`config.mk`:
```
export PLATFORM = sky130hd
export DESIGN_NAME = ser_feeder_flat
export DESIGN_NICKNAME = d
export VERILOG_FILES = /design/src/rtl/ser_feeder_if.sv /design/src/rtl/ser_feeder.sv /design/src/flat_wrapper.sv
export SDC_FILE = /design/constraint.sdc
export NUM_CORES = 1
export LEC_CHECK = 0
export ABC_AREA = 1
export CELL_PAD_IN_SITES_DETAIL_PLACEMENT = 1
export CELL_PAD_IN_SITES_GLOBAL_PLACEMENT = 1
export CORE_MARGIN = 1
export CORE_UTILIZATION = 42
export CTS_CLUSTER_DIAMETER = 60
export DETAILED_ROUTE_END_ITERATION = 10
export GPL_TIMING_DRIVEN = 0
export PLACE_DENSITY = 0.84
export SYNTH_ARGS = -nofsm -noshare
export SYNTH_HDL_FRONTEND = slang
export SYNTH_SLANG_ARGS = --single-unit
```
`constraint.sdc`:
```
create_clock -name i_clk -period 2.5 [get_ports i_clk]
set_input_delay 0.75 -clock i_clk [delete_from_list [all_inputs] [get_ports i_clk]]
set_output_delay 0.75 -clock i_clk [all_outputs]
set_load 0.02 [all_outputs]
```
`src/rtl/ser_feeder_if.sv`:
```
// ---------------------------------------------------------------------------
// ser_feeder_if
//   Bundles the two data paths of the serializer feeder:
//     - upstream word handshake : i_valid, i_data, o_ready
//     - serializer write port   : o_ser_wen, o_ser_data, i_ser_busy
//   Signal names keep the feeder's point of view (i_* into the feeder,
//   o_* out of it).
//   Modports:
//     slave  - the feeder itself
//     master - the environment around it (upstream source + serializer)
// ---------------------------------------------------------------------------
interface ser_feeder_if #(
  parameter int WIDTH = 8
) ();

  logic             i_valid;
  logic [WIDTH-1:0] i_data;
  logic             o_ready;
  logic             o_ser_wen;
  logic [WIDTH-1:0] o_ser_data;
  logic             i_ser_busy;

  modport slave (
    input  i_valid,
    input  i_data,
    input  i_ser_busy,
    output o_ready,
    output o_ser_wen,
    output o_ser_data
  );

  modport master (
    output i_valid,
    output i_data,
    output i_ser_busy,
    input  o_ready,
    input  o_ser_wen,
    input  o_ser_data
  );

endinterface

```
`src/rtl/ser_feeder.sv`:
```
// ---------------------------------------------------------------------------
// ser_feeder
//   Buffered feeder for the serdes serializer. Parallel words are accepted
//   over a valid/ready handshake into a small circular FIFO and handed to
//   the serializer one at a time as a single-cycle write strobe. A write is
//   only issued while the serializer reports idle, and the feeder then
//   waits for the resulting frame (busy high, then low) before issuing the
//   next one. If busy never rises after a write, the wait is abandoned after
//   BUSY_TIMEOUT cycles and a sticky error flag is raised.
//
// Parameters:
//   WIDTH        - word width (must match the serializer)
//   DEPTH_LOG2   - FIFO holds 2**DEPTH_LOG2 words
//   BUSY_TIMEOUT - cycles to wait for busy to rise after a write (>= 1)
//
// Ports:
//   i_clk     - clock, rising edge
//   i_rst_n   - asynchronous active-low reset
//   bus       - ser_feeder_if.slave: upstream handshake + serializer port
//   o_level   - FIFO occupancy, 0 .. 2**DEPTH_LOG2
//   o_idle    - FSM idle and FIFO empty
//   o_err     - sticky busy-timeout flag, cleared only by reset
//   o_drop_cnt- (only with SER_FEEDER_DROP_CNT_EN) saturating count of
//               cycles where upstream offered a word while the FIFO was full
//
// Optional feature macro: SER_FEEDER_DROP_CNT_EN
// ---------------------------------------------------------------------------
module ser_feeder #(
  parameter int WIDTH        = 8,
  parameter int DEPTH_LOG2   = 2,
  parameter int BUSY_TIMEOUT = 4
) (
  input  logic              i_clk,
  input  logic              i_rst_n,
  ser_feeder_if.slave       bus,
  output logic [DEPTH_LOG2:0] o_level,
  output logic              o_idle,
  output logic              o_err
`ifdef SER_FEEDER_DROP_CNT_EN
  ,
  output logic [15:0]       o_drop_cnt
`endif
);

  localparam int DEPTH = 1 << DEPTH_LOG2;
  localparam int TO_W  = (BUSY_TIMEOUT > 1) ? $clog2(BUSY_TIMEOUT) : 1;

  localparam logic [DEPTH_LOG2:0] CNT_FULL  = (DEPTH_LOG2+1)'(DEPTH);
  localparam logic [DEPTH_LOG2:0] CNT_EMPTY = {(DEPTH_LOG2+1){1'b0}};
  localparam logic [TO_W-1:0]     TO_LAST   = TO_W'(BUSY_TIMEOUT - 1);

  typedef enum logic [1:0] {
    ST_IDLE      = 2'd0,
    ST_ISSUE     = 2'd1,
    ST_WAIT_BUSY = 2'd2,
    ST_WAIT_DONE = 2'd3
  } state_e;

  // State and FIFO storage
  state_e                state_q,   state_d;
  logic [WIDTH-1:0]      mem_q [DEPTH];
  logic [WIDTH-1:0]      mem_d [DEPTH];
  logic [DEPTH_LOG2-1:0] wr_ptr_q,  wr_ptr_d;
  logic [DEPTH_LOG2-1:0] rd_ptr_q,  rd_ptr_d;
  logic [DEPTH_LOG2:0]   count_q,   count_d;
  logic [TO_W-1:0]       to_cnt_q,  to_cnt_d;

  // Registered outputs
  logic                  ready_q,   ready_d;
  logic                  wen_q,     wen_d;
  logic [WIDTH-1:0]      data_q,    data_d;
  logic                  idle_q,    idle_d;
  logic                  err_q,     err_d;
`ifdef SER_FEEDER_DROP_CNT_EN
  logic [15:0]           drop_q,    drop_d;
`endif

  logic push_s;
  logic pop_s;

  // Next-state logic for the issue FSM, the FIFO and all registered outputs
  always_comb begin
    state_d  = state_q;
    wr_ptr_d = wr_ptr_q;
    rd_ptr_d = rd_ptr_q;
    count_d  = count_q;
    to_cnt_d = to_cnt_q;
    wen_d    = 1'b0;
    data_d   = data_q;
    err_d    = err_q;
    pop_s    = 1'b0;
    for (int i = 0; i < DEPTH; i++) begin
      mem_d[i] = mem_q[i];
    end

    // ready is the registered not-full flag, so a pop in the same cycle
    // never lets a full FIFO take a word.
    push_s = bus.i_valid && ready_q;

    case (state_q)
      ST_IDLE: begin
        // Only start a write when the serializer is not mid-frame.
        if ((count_q != CNT_EMPTY) && !bus.i_ser_busy) begin
          state_d = ST_ISSUE;
          wen_d   = 1'b1;
          data_d  = mem_q[rd_ptr_q];
          pop_s   = 1'b1;
        end else begin
          state_d = ST_IDLE;
        end
      end
      ST_ISSUE: begin
        state_d  = ST_WAIT_BUSY;
        to_cnt_d = {TO_W{1'b0}};
      end
      ST_WAIT_BUSY: begin
        if (bus.i_ser_busy) begin
          state_d = ST_WAIT_DONE;
        end else if (to_cnt_q == TO_LAST) begin
          // Serializer never acknowledged the write; give up on this word.
          state_d = ST_IDLE;
          err_d   = 1'b1;
        end else begin
          to_cnt_d = to_cnt_q + 1'b1;
        end
      end
      ST_WAIT_DONE: begin
        if (!bus.i_ser_busy) begin
          state_d = ST_IDLE;
        end else begin
          state_d = ST_WAIT_DONE;
        end
      end
      default: begin
        state_d = ST_IDLE;
      end
    endcase

    if (push_s) begin
      mem_d[wr_ptr_q] = bus.i_data;
      wr_ptr_d        = wr_ptr_q + 1'b1;
    end else begin
      wr_ptr_d = wr_ptr_q;
    end

    if (pop_s) begin
      rd_ptr_d = rd_ptr_q + 1'b1;
    end else begin
      rd_ptr_d = rd_ptr_q;
    end

    case ({push_s, pop_s})
      2'b10:   count_d = count_q + 1'b1;
      2'b01:   count_d = count_q - 1'b1;
      default: count_d = count_q;
    endcase

    // Flags are registered from next-state values so they line up with
    // o_level and the FSM state on the same edge.
    ready_d = (count_d != CNT_FULL);
    idle_d  = (state_d == ST_IDLE) && (count_d == CNT_EMPTY);
  end

`ifdef SER_FEEDER_DROP_CNT_EN
  // Saturating count of cycles where a word was offered into a full FIFO
  always_comb begin
    if (bus.i_valid && !ready_q && (drop_q != 16'hFFFF)) begin
      drop_d = drop_q + 16'd1;
    end else begin
      drop_d = drop_q;
    end
  end
`endif

  // State, FIFO and output registers
  always_ff @(posedge i_clk or negedge i_rst_n) begin
    if (!i_rst_n) begin
      state_q  <= ST_IDLE;
      wr_ptr_q <= {DEPTH_LOG2{1'b0}};
      rd_ptr_q <= {DEPTH_LOG2{1'b0}};
      count_q  <= CNT_EMPTY;
      to_cnt_q <= {TO_W{1'b0}};
      ready_q  <= 1'b1;
      wen_q    <= 1'b0;
      data_q   <= {WIDTH{1'b0}};
      idle_q   <= 1'b1;
      err_q    <= 1'b0;
      for (int i = 0; i < DEPTH; i++) begin
        mem_q[i] <= {WIDTH{1'b0}};
      end
`ifdef SER_FEEDER_DROP_CNT_EN
      drop_q   <= 16'd0;
`endif
    end else begin
      state_q  <= state_d;
      wr_ptr_q <= wr_ptr_d;
      rd_ptr_q <= rd_ptr_d;
      count_q  <= count_d;
      to_cnt_q <= to_cnt_d;
      ready_q  <= ready_d;
      wen_q    <= wen_d;
      data_q   <= data_d;
      idle_q   <= idle_d;
      err_q    <= err_d;
      for (int i = 0; i < DEPTH; i++) begin
        mem_q[i] <= mem_d[i];
      end
`ifdef SER_FEEDER_DROP_CNT_EN
      drop_q   <= drop_d;
`endif
    end
  end

  assign bus.o_ready    = ready_q;
  assign bus.o_ser_wen  = wen_q;
  assign bus.o_ser_data = data_q;
  assign o_level        = count_q;
  assign o_idle         = idle_q;
  assign o_err          = err_q;
`ifdef SER_FEEDER_DROP_CNT_EN
  assign o_drop_cnt     = drop_q;
`endif

endmodule

```
`src/flat_wrapper.sv`:
```
// flat-port wrapper written by rule: the top's interface ports become plain ports
module ser_feeder_flat 
#(
  parameter int WIDTH        = 8,
  parameter int DEPTH_LOG2   = 2,
  parameter int BUSY_TIMEOUT = 4
)
  (i_clk, i_rst_n, o_level, o_idle, o_err, bus_i_valid, bus_i_data, bus_i_ser_busy, bus_o_ready, bus_o_ser_wen, bus_o_ser_data);
  ser_feeder_if #(.WIDTH(WIDTH)) bus_i ();
  input  logic i_clk;
  input  logic i_rst_n;
  output logic [DEPTH_LOG2:0] o_level;
  output logic o_idle;
  output logic o_err;
  input wire logic [$bits(bus_i.i_valid)-1:0] bus_i_valid;
  input wire logic [$bits(bus_i.i_data)-1:0] bus_i_data;
  input wire logic [$bits(bus_i.i_ser_busy)-1:0] bus_i_ser_busy;
  output wire logic [$bits(bus_i.o_ready)-1:0] bus_o_ready;
  output wire logic [$bits(bus_i.o_ser_wen)-1:0] bus_o_ser_wen;
  output wire logic [$bits(bus_i.o_ser_data)-1:0] bus_o_ser_data;
  assign bus_i.i_valid = bus_i_valid;
  assign bus_i.i_data = bus_i_data;
  assign bus_i.i_ser_busy = bus_i_ser_busy;
  assign bus_o_ready = bus_i.o_ready;
  assign bus_o_ser_wen = bus_i.o_ser_wen;
  assign bus_o_ser_data = bus_i.o_ser_data;
  ser_feeder #(.WIDTH(WIDTH), .DEPTH_LOG2(DEPTH_LOG2), .BUSY_TIMEOUT(BUSY_TIMEOUT)) u_core (.i_clk(i_clk), .i_rst_n(i_rst_n), .bus(bus_i), .o_level(o_level), .o_idle(o_idle), .o_err(o_err));
endmodule
```
; ---- Yosys cells after proc, flatten, opt, wreduce, memory -nomap -nowiden
; Cells that the tools add are included.
[classes]
shift = 0
n_lt_le_gt_ge = 3
reduce_logical = 13
multipliers = 0
bitwise = 3
eq_ne = 9
addsub = 5
muxes = 17
n_div = 0
[ops]
columns = cell, n
row1 = $bwmux 32, 1
row2 = $mux 8, 3
row3 = $bmux 8 s2, 1
row4 = $demux 8 s2, 1
row5 = $mux 2, 5
row6 = $eq 2x2->1 const B, 4
row7 = $pmux 2 s4, 1
row8 = $add 2x1->2 const B, 3
row9 = $ge 3x3->1 const B, 2
row10 = $not 2->3, 2
row11 = $pmux 3 s2, 1
row12 = $reduce_and 3->1, 2
row13 = $eq 2x1->1 const B, 2
row14 = $logic_and 1x1->1, 4
row15 = $logic_not 2->1, 2
row16 = $ne 2x2->1 const B, 2
row17 = $pmux 2 s2, 1
row18 = $add 3x1->3 const B, 1
row19 = $logic_not 3->1, 1
row20 = $lt 3x1->1 const B, 1
row21 = $mux 1, 3
row22 = $ne 3x3->1 const B, 1
row23 = $reduce_bool 3->1, 1
row24 = $sub 3x1->3 const B, 1
row25 = other kinds (4), 4
[totals]
in_bits = 12
ram_bits = 0
mem_count = 0
wordCells = 64
latch_bits = 0
out_inout_bits = 15
regBits = 55
rom_bits = 0

; ---- Longest topological paths before layout
[depth]
depth_word = 8
mapped_depth = 14
ltp_nobuf = 14

; ---- Worst setup path after synthesis
; OpenSTA, ideal clock, no wires.
[synth_timing]
path_kind = input -> register
startpoint = in bus_i_ser_busy
endpoint = reg u_core.idle_q, in the netlist u_core.o_idle
path_buffers = 0
setup_slack_ns = 0.376
path_stages = 10
setup_ns = 0.067
arrival_ns = 2.057
t_required_ns = 2.433
path_cell_list = nor2_4 > nand2_4 > inv_4 > ha_1 > inv_1 > fa_1 > o21ai_0 > nor2_1 > nand3_1 > nor2_1
[synth_via]
elab_chain_cells = 8
word_cells_on_any_way = 14
cone_classes = eq/ne: 2 / mux: 7 / reduce/logical: 5
[synth_rtl]
columns = item, line_no
row1 = start: declaration, flat_wrapper.sv:17  ; input wire logic [$bits(bus_i.i_ser_busy)-1:0] bus_i_ser_busy;
row2 = $logic_not 1->1 (*), ser_feeder.sv:103  ; if ((count_q != CNT_EMPTY) && !bus.i_ser_busy) begin
row3 = $logic_and 1x1->1 (*), ser_feeder.sv:103
row4 = $mux 1 (*), ser_feeder.sv:103
row5 = $mux 1 (*), ser_feeder.sv:100  ; case (state_q)
row6 = via u_core.pop_s, ser_feeder.sv:79  ; logic pop_s;
row7 = $eq 2x1->1 / $eq 2x2->1 (equally long branches), ser_feeder.sv:152  ; case ({push_s, pop_s})
row8 = $pmux 3 s2 (*), ser_feeder.sv:152
row9 = via u_core.count_d[1], ser_feeder.sv:65  ; logic [DEPTH_LOG2:0] count_q, count_d;
row10 = $logic_not 3->1 (*), ser_feeder.sv:161  ; idle_d = (state_d == ST_IDLE) && (count_d == CNT_EMPTY);
row11 = $logic_and 1x1->1 (*), ser_feeder.sv:161
row12 = via u_core.idle_d, ser_feeder.sv:72  ; logic idle_q, idle_d;
row13 = end signal: assignment, ser_feeder.sv:203  ; idle_q <= idle_d;
row14 = end: declaration, ser_feeder.sv:72
; Mark *: on every way through the listed nets, which the timed path passes. The rest lies on a longest branch.
; A chain may end at the register's enable or synchronous reset.

; ---- Final worst setup path
; Same ends and word-level chain as after synthesis.

==> metrics.cfg <==
[power]
power_mw=3.99
leakage_nw=1.53
ir_worst_vdd_uv=420
powerDensity_nw_per_um2=1320

[route]
route.detailed.vias_per_inst=4.97
drc=0
ant_nets=0
routed-via-count=1954
drt-pass1-iter-count=4
wirelength_um=5910
first_iter_violations=103
post_drt_wl_per_cell_um=15.0

[timing]
setup_slack_ps=89.9
hold_violations=0
slew_headroom=0.679
slew_viol_final=0
clock.fmax_mhz=415
rsz0062_at_grt=false
min_period_ps=2410
setup_viol=0
whs_ps=382
layout_worst_path_cycle_share=0.964
skew_ps=9.91
worst_pin_slew_ps=482

[worst_setup_path]
rr_startpoint=u_core.o_level[0]
rr_worst_depth=11
r2r_end=u_core.o_idle
crit_top_cell=nor2_1
start_kind=primary input
endpoint_kind=flip-flop
cp_data_required_time_ps=2760
worstPathArrival_ps=2670
crit_slowest_cell=fa_1
crit_fanout=11
path_delay_family=adder cells
slowest_delay_ps=510
cp_num_buf_inv=3
cp_cell_sequence=dlygate4sd2_1 > nor2_4 > nand2_4 > inv_4 > ha_1 > inv_1 > fa_1 > o21ai_0 > nor2_1 > nand3_1 > nor2_1
setup.worst_path.class=primary input to flip-flop
r2r_setup_slack_ps=250

[synthesis]
syn_inst=286
seq_area_frac_synth=0.543
synth_compound_area_frac=0.106
yosys.area_share.simple=0.227
synthAdderAreaFrac=0.0375
ys_types=22
synth_most_common_cell=nand2_1
muxShareOfSynthArea=0
synth_top_area_share=0.522
synthXorXnorAreaFrac=0.00986
synth_seq_cells=55
syn_area_per_cell_um2=8.88
synthTopCellsByCount=nand2_1, dfrtp_1, o21ai_1
synth_top_family_by_area=simple AND/OR/NAND/NOR gates
mappedNetlistNets=305
synth_edf_count=0
synth_area_leaders=dfrtp_1, nand2_1, o21ai_1, nor2_1, buf_6
ys.flop_type=dfrtp_1
synthArstFlopShare=1.00
synth_top_area_cell=dfrtp_1
ys_warn_count=0
syn_area_um2=2540

[final_layout]
syn_to_final_growth_pct=19.1
antenna_cells=0
final_cells=393
fin_nets=339
layout-drive-gt1-share=0.118

[clocking]
cts-root-buf=clkbuf_8
ctsHtreeMaxLevel=2
clock-sinks=55
cts_made_buffers=5
clkTransAtPathRegs_ps=100
cts_buffer_depth=2
cts_hold_buf=0
cts_tree=yes
clk-insertion-delay-late_ps=310

[floorplan]
ios=27
fp.dieW_um=79.7
die_area_um2=6360
design.core.area_um2=5680
initial_utilization=0.447
chipHeight_um=79.7
num_rows=27

[global_route]
grt_start_max_net_pins=37
grt_usage=0.220
antenna_found_initial=0
grt_pass1_vias=2224
grt_first_pass_wirelength_um=10500
grt_overflow=0

[placed_design]
dp_cells=385
portBuffers=26
place.gp.congestion=0.739
pre_cts_ws_ps=-508
dp_hpwl_um=4400

[flow_run]
cap_violations=0

[worst_hold_path]
hold_path.class=primary input to async pin

[outcome]
outcome=finished, final reports clean

-- through the flow --
step | utilization | instance area [µm²] | TNS, ps
floorplan | - | 2540 | 0
global placement | 0.509 | 2890 | -56090
detailed placement | 0.512 | 2900 | -1520
CTS | 0.533 | 3020 | 0
global route | 0.533 | 3020 | 0
finish | 0.533 | 3020 | 0
-- cells by family after synthesis --
| group | Yosys count |
|---|---|
| compound gates | 53 |
| xor+xnor | 2 |
| fa+ha+maj | 7 |
| buf+inv | 33 |
| flops | 55 |
| simple gates | 136 |
-- power by group --
part	internal [mW]	switching [mW]
Clock	0.330	0.302
Sequential	1.30	0.230
Combinational	0.737	1.09
Total	2.36	1.62
-- metal layers --
metal  track usage  up-vias  routed length, µm
met3        0.0411        7                130
met4        0.0554        0                 72
met5             0        -                  0
met2         0.416       28               3080
met1         0.252      949               2630
li1              -      970                  -
-- state kept, by name, summed over array words and instances, names as in the netlist, 2 cells and up --
name	flops
u_core.bus.o_ser_data	8
u_core.wr_ptr_q	2
u_core.o_level	3
u_core.to_cnt_q	2
u_core.state_q	2
u_core.rd_ptr_q	2
u_core.mem_q	32
-- how the worst max path moves through the flow --
| stage | cells past startpoint | end | slack [ps] | start |
|---|---|---|---|---|
| global route | 11 | u_core.o_idle | 10 | bus_i_ser_busy |
| floorplan | 10 | u_core.o_idle | 380 | bus_i_ser_busy |
| CTS | 11 | u_core.o_idle | 70 | bus_i_ser_busy |
| finish | 11 | u_core.o_idle | 90 | bus_i_ser_busy |
| detailed placement | 11 | u_core.o_idle | -510 | bus_i_ser_busy |
| global placement | 1 | u_core.bus.o_ser_wen | -1030 | i_rst_n |
-- layout make-up --
cell class / instances / area, µm²
Buffer: 9 / 97.6
Inverter: 24 / 97.6
Sequential cell: 55 / 1380
Fill cell: 684 / 2650
Clock buffer: 6 / 82.6
Clock inverter: 2 / 38.8
Tap cell: 72 / 90.1
Timing Repair Buffer: 27 / 274
Multi-Input combinational cell: 198 / 965
-- layout by cell type (no fill, tap or decap), types with 6 or more instances in the layout --
cell,Yosys,layout
dfrtp_1,53,53
o21ai_0,7,7
nor2_1,36,36
nand2_1,82,82
clkbuf_8,0,6
o21ai_1,45,45
ha_1,6,6
inv_1,18,18
buf_6,8,8
nand3_1,8,8
clkdlybuf4s50_1,0,24
-- repair_timing --
item | CTS | global route
endpoints found under the setup margin | 2 | 0
gates resized for setup | 1 | 0
buffers inserted | 0 | 0
(Power assumes the default switching activity.)
